===== config.mk =====
export PLATFORM = sky130hd
export DESIGN_NAME = alu_exec
export DESIGN_NICKNAME = d
export VERILOG_FILES = /design/src/rtl/alu_pkg.sv /design/src/rtl/alu_mul_seq.sv /design/src/rtl/alu_exec.sv
export SDC_FILE = /design/constraint.sdc
export NUM_CORES = 1
export LEC_CHECK = 0
export CAP_MARGIN = 20
export CORE_ASPECT_RATIO = 0.5
export CORE_MARGIN = 5
export CORE_UTILIZATION = 53
export DETAILED_ROUTE_END_ITERATION = 12
export GPL_TIMING_DRIVEN = 1
export HOLD_SLACK_MARGIN = 0.05
export PLACE_DENSITY = 0.88
export SLEW_MARGIN = 20
export SYNTH_ARGS = -nofsm -noshare
export SYNTH_HDL_FRONTEND = slang
export SYNTH_SLANG_ARGS = --single-unit

===== constraint.sdc =====
create_clock -name clk -period 7.17 [get_ports clk]
set_clock_uncertainty 0.15 [all_clocks]
set_input_delay 0.717 -clock clk [delete_from_list [all_inputs] [get_ports clk]]
set_output_delay 0.717 -clock clk [all_outputs]
set_load 0.02 [all_outputs]

===== src/rtl/alu_pkg.sv =====
// alu_pkg: shared opcode, flag-index and FSM-state definitions for the EX-stage ALU.
package alu_pkg;
    localparam logic [3:0] ALU_AND   = 4'b0000;
    localparam logic [3:0] ALU_ORR   = 4'b0001;
    localparam logic [3:0] ALU_ADD   = 4'b0010;
    localparam logic [3:0] ALU_SUB   = 4'b0110;
    localparam logic [3:0] ALU_PASSB = 4'b0111;
    localparam logic [3:0] ALU_MUL   = 4'b1000;

    localparam int FLAG_N = 3;
    localparam int FLAG_Z = 2;
    localparam int FLAG_C = 1;
    localparam int FLAG_V = 0;

    typedef enum logic {ST_IDLE, ST_MUL} state_t;
endpackage


===== src/rtl/alu_mul_seq.sv =====
// alu_mul_seq: radix-2 shift-add multiplier, one bit of b per cycle; done is asserted
// during the final iteration with product already holding the completed low WIDTH bits.
module alu_mul_seq
    import alu_pkg::*;
#(
    parameter int WIDTH = 64
) (
    input  logic             clk,
    input  logic             rst,
    input  logic             start,
    input  logic [WIDTH-1:0] a,
    input  logic [WIDTH-1:0] b,
    output logic             busy,
    output logic             done,
    output logic [WIDTH-1:0] product
);
    localparam int CW = $clog2(WIDTH + 1);

    logic [WIDTH-1:0] r_acc;
    logic [WIDTH-1:0] r_mcand;
    logic [WIDTH-1:0] r_mplier;
    logic [CW-1:0]    r_cnt;
    logic             r_busy;

    assign product = r_acc + (r_mplier[0] ? r_mcand : '0);
    assign busy    = r_busy;
    assign done    = r_busy && r_cnt == CW'(1);

    always_ff @(posedge clk) begin
        if (rst) begin
            r_busy   <= 1'b0;
            r_cnt    <= '0;
            r_acc    <= '0;
            r_mcand  <= '0;
            r_mplier <= '0;
        end else if (start) begin
            r_busy   <= 1'b1;
            r_cnt    <= CW'(WIDTH);
            r_acc    <= '0;
            r_mcand  <= a;
            r_mplier <= b;
        end else if (r_busy) begin
            r_acc    <= product;
            r_mcand  <= r_mcand << 1;
            r_mplier <= r_mplier >> 1;
            r_cnt    <= r_cnt - CW'(1);
            r_busy   <= r_cnt != CW'(1);
        end
    end
endmodule


===== src/rtl/alu_exec.sv =====
// alu_exec: EX-stage ALU with valid/ready handshake and registered result/NZCV flags.
// Define ALU_MUL_EN to compile in the iterative multiplier (code 1000); otherwise 1000 is illegal.
module alu_exec
    import alu_pkg::*;
#(
    parameter int WIDTH = 64
) (
    input  logic             clk,
    input  logic             rst,
    input  logic             in_valid,
    output logic             in_ready,
    input  logic [3:0]       code,
    input  logic [WIDTH-1:0] a,
    input  logic [WIDTH-1:0] b,
    output logic             out_valid,
    input  logic             out_ready,
    output logic [WIDTH-1:0] result,
    output logic             zero,
    output logic [3:0]       flags,
    output logic             illegal
);
    state_t           r_state;
    logic             r_out_valid;
    logic [WIDTH-1:0] r_result;
    logic             r_zero;
    logic [3:0]       r_flags;
    logic             r_illegal;

    logic             w_accept;
    logic             w_legal;
    logic             w_sub;
    logic             w_arith;
    logic             w_in_mul;
    logic [WIDTH-1:0] w_bx;
    logic [WIDTH:0]   w_sum;
    logic [WIDTH-1:0] w_res;
    logic [WIDTH-1:0] w_ld_res;
    logic [3:0]       w_ld_flags;
    logic             w_mul_go;
    logic             w_mul_load;

    assign in_ready  = r_state == ST_IDLE && (!r_out_valid || out_ready);
    assign w_accept  = in_valid && in_ready;
    assign out_valid = r_out_valid;
    assign result    = r_result;
    assign zero      = r_zero;
    assign flags     = r_flags;
    assign illegal   = r_illegal;

`ifdef ALU_MUL_EN
    logic             w_mul_busy;
    logic             w_mul_done;
    logic [WIDTH-1:0] w_mul_prod;

    assign w_legal    = code inside {ALU_AND, ALU_ORR, ALU_ADD, ALU_SUB, ALU_PASSB, ALU_MUL};
    assign w_in_mul   = r_state == ST_MUL;
    assign w_mul_go   = w_accept && code == ALU_MUL;
    assign w_mul_load = w_in_mul && w_mul_done;
    assign w_ld_res   = w_in_mul ? w_mul_prod : w_res;

    alu_mul_seq #(.WIDTH(WIDTH)) u_mul (
        .clk     (clk),
        .rst     (rst),
        .start   (w_mul_go),
        .a       (a),
        .b       (b),
        .busy    (w_mul_busy),
        .done    (w_mul_done),
        .product (w_mul_prod)
    );
`else
    assign w_legal    = code inside {ALU_AND, ALU_ORR, ALU_ADD, ALU_SUB, ALU_PASSB};
    assign w_in_mul   = 1'b0;
    assign w_mul_go   = 1'b0;
    assign w_mul_load = 1'b0;
    assign w_ld_res   = w_res;
`endif

    // SUB reuses the adder as a + ~b + 1, so carry-out means "no borrow".
    always_comb begin
        w_sub   = code == ALU_SUB;
        w_arith = w_sub || code == ALU_ADD;
        w_bx    = w_sub ? ~b : b;
        w_sum   = {1'b0, a} + {1'b0, w_bx} + {{WIDTH{1'b0}}, w_sub};
        w_res   = code == ALU_AND   ? a & b :
                  code == ALU_ORR   ? a | b :
                  w_arith           ? w_sum[WIDTH-1:0] :
                  code == ALU_PASSB ? b : '0;
        w_ld_flags         = '0;
        w_ld_flags[FLAG_N] = w_ld_res[WIDTH-1];
        w_ld_flags[FLAG_Z] = w_ld_res == '0;
        w_ld_flags[FLAG_C] = !w_in_mul && w_arith && w_sum[WIDTH];
        w_ld_flags[FLAG_V] = !w_in_mul && w_arith && a[WIDTH-1] == w_bx[WIDTH-1] && w_sum[WIDTH-1] != a[WIDTH-1];
    end

    always_ff @(posedge clk) begin
        if (rst) begin
            r_state     <= ST_IDLE;
            r_out_valid <= 1'b0;
            r_result    <= '0;
            r_zero      <= 1'b0;
            r_flags     <= '0;
            r_illegal   <= 1'b0;
        end else if (w_mul_load || (w_accept && !w_mul_go)) begin
            r_state     <= ST_IDLE;
            r_out_valid <= 1'b1;
            r_result    <= w_ld_res;
            r_zero      <= w_ld_flags[FLAG_Z];
            r_flags     <= w_ld_flags;
            r_illegal   <= !w_in_mul && !w_legal;
        end else if (w_mul_go) begin
            r_state     <= ST_MUL;
            r_out_valid <= 1'b0;
        end else begin
`ifdef ALU_MUL_EN
            if (w_in_mul && !w_mul_busy)
                r_state <= ST_IDLE;
`endif
            if (r_out_valid && out_ready)
                r_out_valid <= 1'b0;
        end
    end
endmodule


==> impl_summary.log <==
[metrics] result of the run: finished, final reports clean
[metrics] Max Cap Violations: 0
[metrics] register area share after synthesis: 0.1451
[metrics] worst stage delay on the critical path: 730 ps
[metrics] number of distinct library cell variants in the gate-level netlist after synthesis: 79
[metrics] clock network latency to the later pin of the worst-skew pair: 330 ps
[metrics] type of destination of the critical path: register
[metrics] Final Worst Setup Slack: 879.1 ps
[metrics] via count of the first global-routing pass: 11400
[metrics] EDFF count, synth: 0
[metrics] setup repair after global routing missed its margin: no
[metrics] most repeated cell in the gate-level netlist after synthesis: nand2_1
[metrics] Antenna Violating Nets Remaining: 0
[metrics] Detail Placement HPWL: 30.52 mm
[metrics] Synth warnings: 0
[metrics] family of cells with the greatest summed delay on the critical path: compound AO/OA/AOI/OAI gates
[metrics] setup violators final: 0
[metrics] Area contributors post-synth: dfxtp_1, ha_1, xor2_1
[metrics] die span in x: 199.5 um
[metrics] Max stage delay cell, worst path: o31ai_1
[metrics] cts repair resizes: 0
[metrics] primary flip-flop cell chosen by synthesis mapping: dfxtp_1
[metrics] first-pass GRT wire length: 61.92 mm
[metrics] final cell utilization of the core: 0.6819
[metrics] top cell types by occurrence after synthesis: nand2_1, a21oi_1, nor2_1, xor2_1, o21ai_0
[metrics] class of the tightest hold or removal check: reg -> reg
[metrics] largest voltage drop on the vdd net: 109.1 uV
[metrics] fillers: 1499
[metrics] CTS tree: built
[metrics] Tot Pwr: 1.858 mW
[metrics] clock buffers created by TritonCTS: 9
[metrics] maximum level of the CTS H-tree: 3
[metrics] net count of the mapped netlist: 1585
[metrics] final worst-path cycle share: 0.8774
[metrics] GRT Overall Usage: 0.3638
[metrics] I/O pin count: 208
[metrics] measured slew at the worst slew-check pin: 817.1 ps
[metrics] CTS clock-pin slew for the worst setup and hold paths: 60 ps
[metrics] Initial Utilization: 0.5443
[metrics] data required time at the worst endpoint: 7260 ps
[metrics] final-report max-slew violation count: 0
[metrics] nature of the critical path startpoint: input pin
[metrics] # clock sinks: 69
[metrics] Placed Cells: 1734
[metrics] routed wire length: 39.87 mm
[metrics] Hold Path Stages: 2
[metrics] # DRC: 0
[metrics] average vias per placed instance: 6.753
[metrics] number of buffer and inverter instances along the worst setup path: 2
[metrics] buffers from clock root to sink, at most: 2
[metrics] total count of hold-check failures in the final report: 0
[metrics] sum of overflow across all layers after global routing: 0
[metrics] Vert. Die Dim: 104.8 um
[metrics] # diodes: 0
[metrics] Routed wire per std cell: 22.78 um
[metrics] Non-Filler Cell Area, Final: 0.01192 sq mm
[metrics] drt initial violations: 1392
[metrics] cell area after synthesis: 0.009517 sq mm
[metrics] non-filler instance count after layout: 1750
[metrics] routed via count: 11820
[metrics] async set-reset flop share out of synthesis: 0
[metrics] fmax: 159.0 MHz
[metrics] buffer type at the clock tree root: clkbuf_16
[metrics] top cell type's share of synthesized area: 0.1451
[metrics] number of cells on the worst reg-to-reg path: 11
[metrics] headroom to the max-slew limit: 0.4495
[metrics] crit path kind: in -> reg
[metrics] number of synthesized register bits: 69
[metrics] Die Area: 0.02090 sq mm
[metrics] initial antenna violation count: 0
[metrics] nets: 1719
[metrics] Place WS: 733.5 ps
[metrics] Cell Chain, Critical Path: clkdlybuf4s50_1, nor2_1, and3_4, buf_4, xor2_1, ha_1, nand2_1, nor4_1, o2111ai_1, o22ai_1, o21ai_1, o31ai_1, nand3_1, a21boi_0, o31ai_1, nor4_1, nand3_1, o41ai_2
[metrics] CP Capture Point: flags[2]
[metrics] largest net degree at the start of global routing: 78
[metrics] Core Footprint: 0.01748 sq mm
[metrics] register-to-register setup slack: 3550 ps
[metrics] total number of cells along the worst setup path: 18
[metrics] count of TritonRoute iterations in the first routing pass: 7
[metrics] setup tns final: 0 ps
[metrics] average size of a mapped cell: 6.911 sq um
[metrics] buffers inserted by post-CTS timing repair: 0
[metrics] Row Count: 34
[metrics] shortest period the worst path allows: 6291 ps
[metrics] Placed Area: 0.01161 sq mm
[metrics] startpoint of the worst register-to-register path: out_valid
[metrics] P per Cell Area: 155.8 mW/mm^2
[metrics] total leakage power: 4.633 nW
[metrics] Placer Congestion: 1.024
[metrics] Hold Buf Count CTS: 0
[metrics] data arrival time of the critical path: 6380 ps
[metrics] fraction of layout cells with a size suffix above 1: 0.03958
[metrics] area grow syn2layout: 25.28%
[metrics] cells after synthesis: 1377
[metrics] count of input and output buffers: 207
[metrics] timing startpoint of the critical path: code[3]
[metrics] endpoint of the lowest-slack register-to-register path: flags[2]
[metrics] cell type with the highest aggregate area in the netlist: dfxtp_1
[metrics] Hold WS: 306.3 ps
[metrics] crit path max fanout: 27
## cell type report
cell class,instances,area (sq um),area share
multi-input combinational,1178,7647,0.6414
timing repair buffer,224,2185,0.1832
sequential,69,1381,0.1159
tap,234,292.8,0.02456
clock buffer,9,225.2,0.01889
inverter,29,108.9,0.009130
clock inverter,7,82.58,0.006926
## power by group
part,switching [mW],internal [mW],total [mW]
sequential,0.0143,0.406,0.421
combinational,0.585,0.387,0.971
clock,0.191,0.275,0.466
total,0.790,1.07,1.86
## per-layer routing
layer,vias up,share of wire,GRT usage
met3,148,0.094,0.04373
met5,-,0,0
li1,5351,-,-
met4,0,0.044,0.1478
met2,763,0.47,0.6199
met1,5556,0.39,0.4678
## state kept, by name (all words and copies together), names as in the netlist
name	count
result	64
out_valid	1
flags	3
illegal	1
## cells in the final DEF, fill, tap and decap left out, types with 29 or more instances in the layout
cell type | Yosys | routed
nor2_1 | 143 | 143
nor3_1 | 37 | 36
dfxtp_1 | 69 | 69
a21oi_1 | 146 | 146
ha_1 | 71 | 71
clkdlybuf4s50_1 | 0 | 204
xor2_1 | 84 | 84
a211oi_1 | 35 | 35
xnor2_1 | 29 | 29
nand4_1 | 32 | 32
o21ai_0 | 74 | 74
nand2_1 | 167 | 167
maj3_1 | 42 | 42
## tightest hold or removal path: cells and delay by family (launching register included)
kind | cells | cell delay, ps
simple gates | 1 | 50
compound gates | 1 | 50
flops | 1 | 310
## worst min-delay path by stage
stage | startpoint | to | slack, ps
3_5_place_dp | result[50] | result[50] | 300
5_1_grt | result[23] | result[23] | 330
3_3_place_gp | result[1] | result[1] | 290
2_1_floorplan | result[23] | result[23] | 380
6_report | result[57] | result[57] | 310
4_1_cts | result[57] | result[57] | 310
## cells by family (layout without fill, tap and decap cells)
| family | Yosys count | after routing | synth area share |
|---|---|---|---|
| flops | 69 | 69 | 0.1451 |
| simple gates | 479 | 479 | 0.2305 |
| xor+xnor | 113 | 113 | 0.1040 |
| fa+ha+maj | 114 | 114 | 0.1396 |
| buf+inv | 130 | 269 | 0.05272 |
| mux | 4 | 4 | 0.004207 |
| compound gates | 468 | 468 | 0.3238 |
Note: power is estimated with default switching activity, not from simulation.
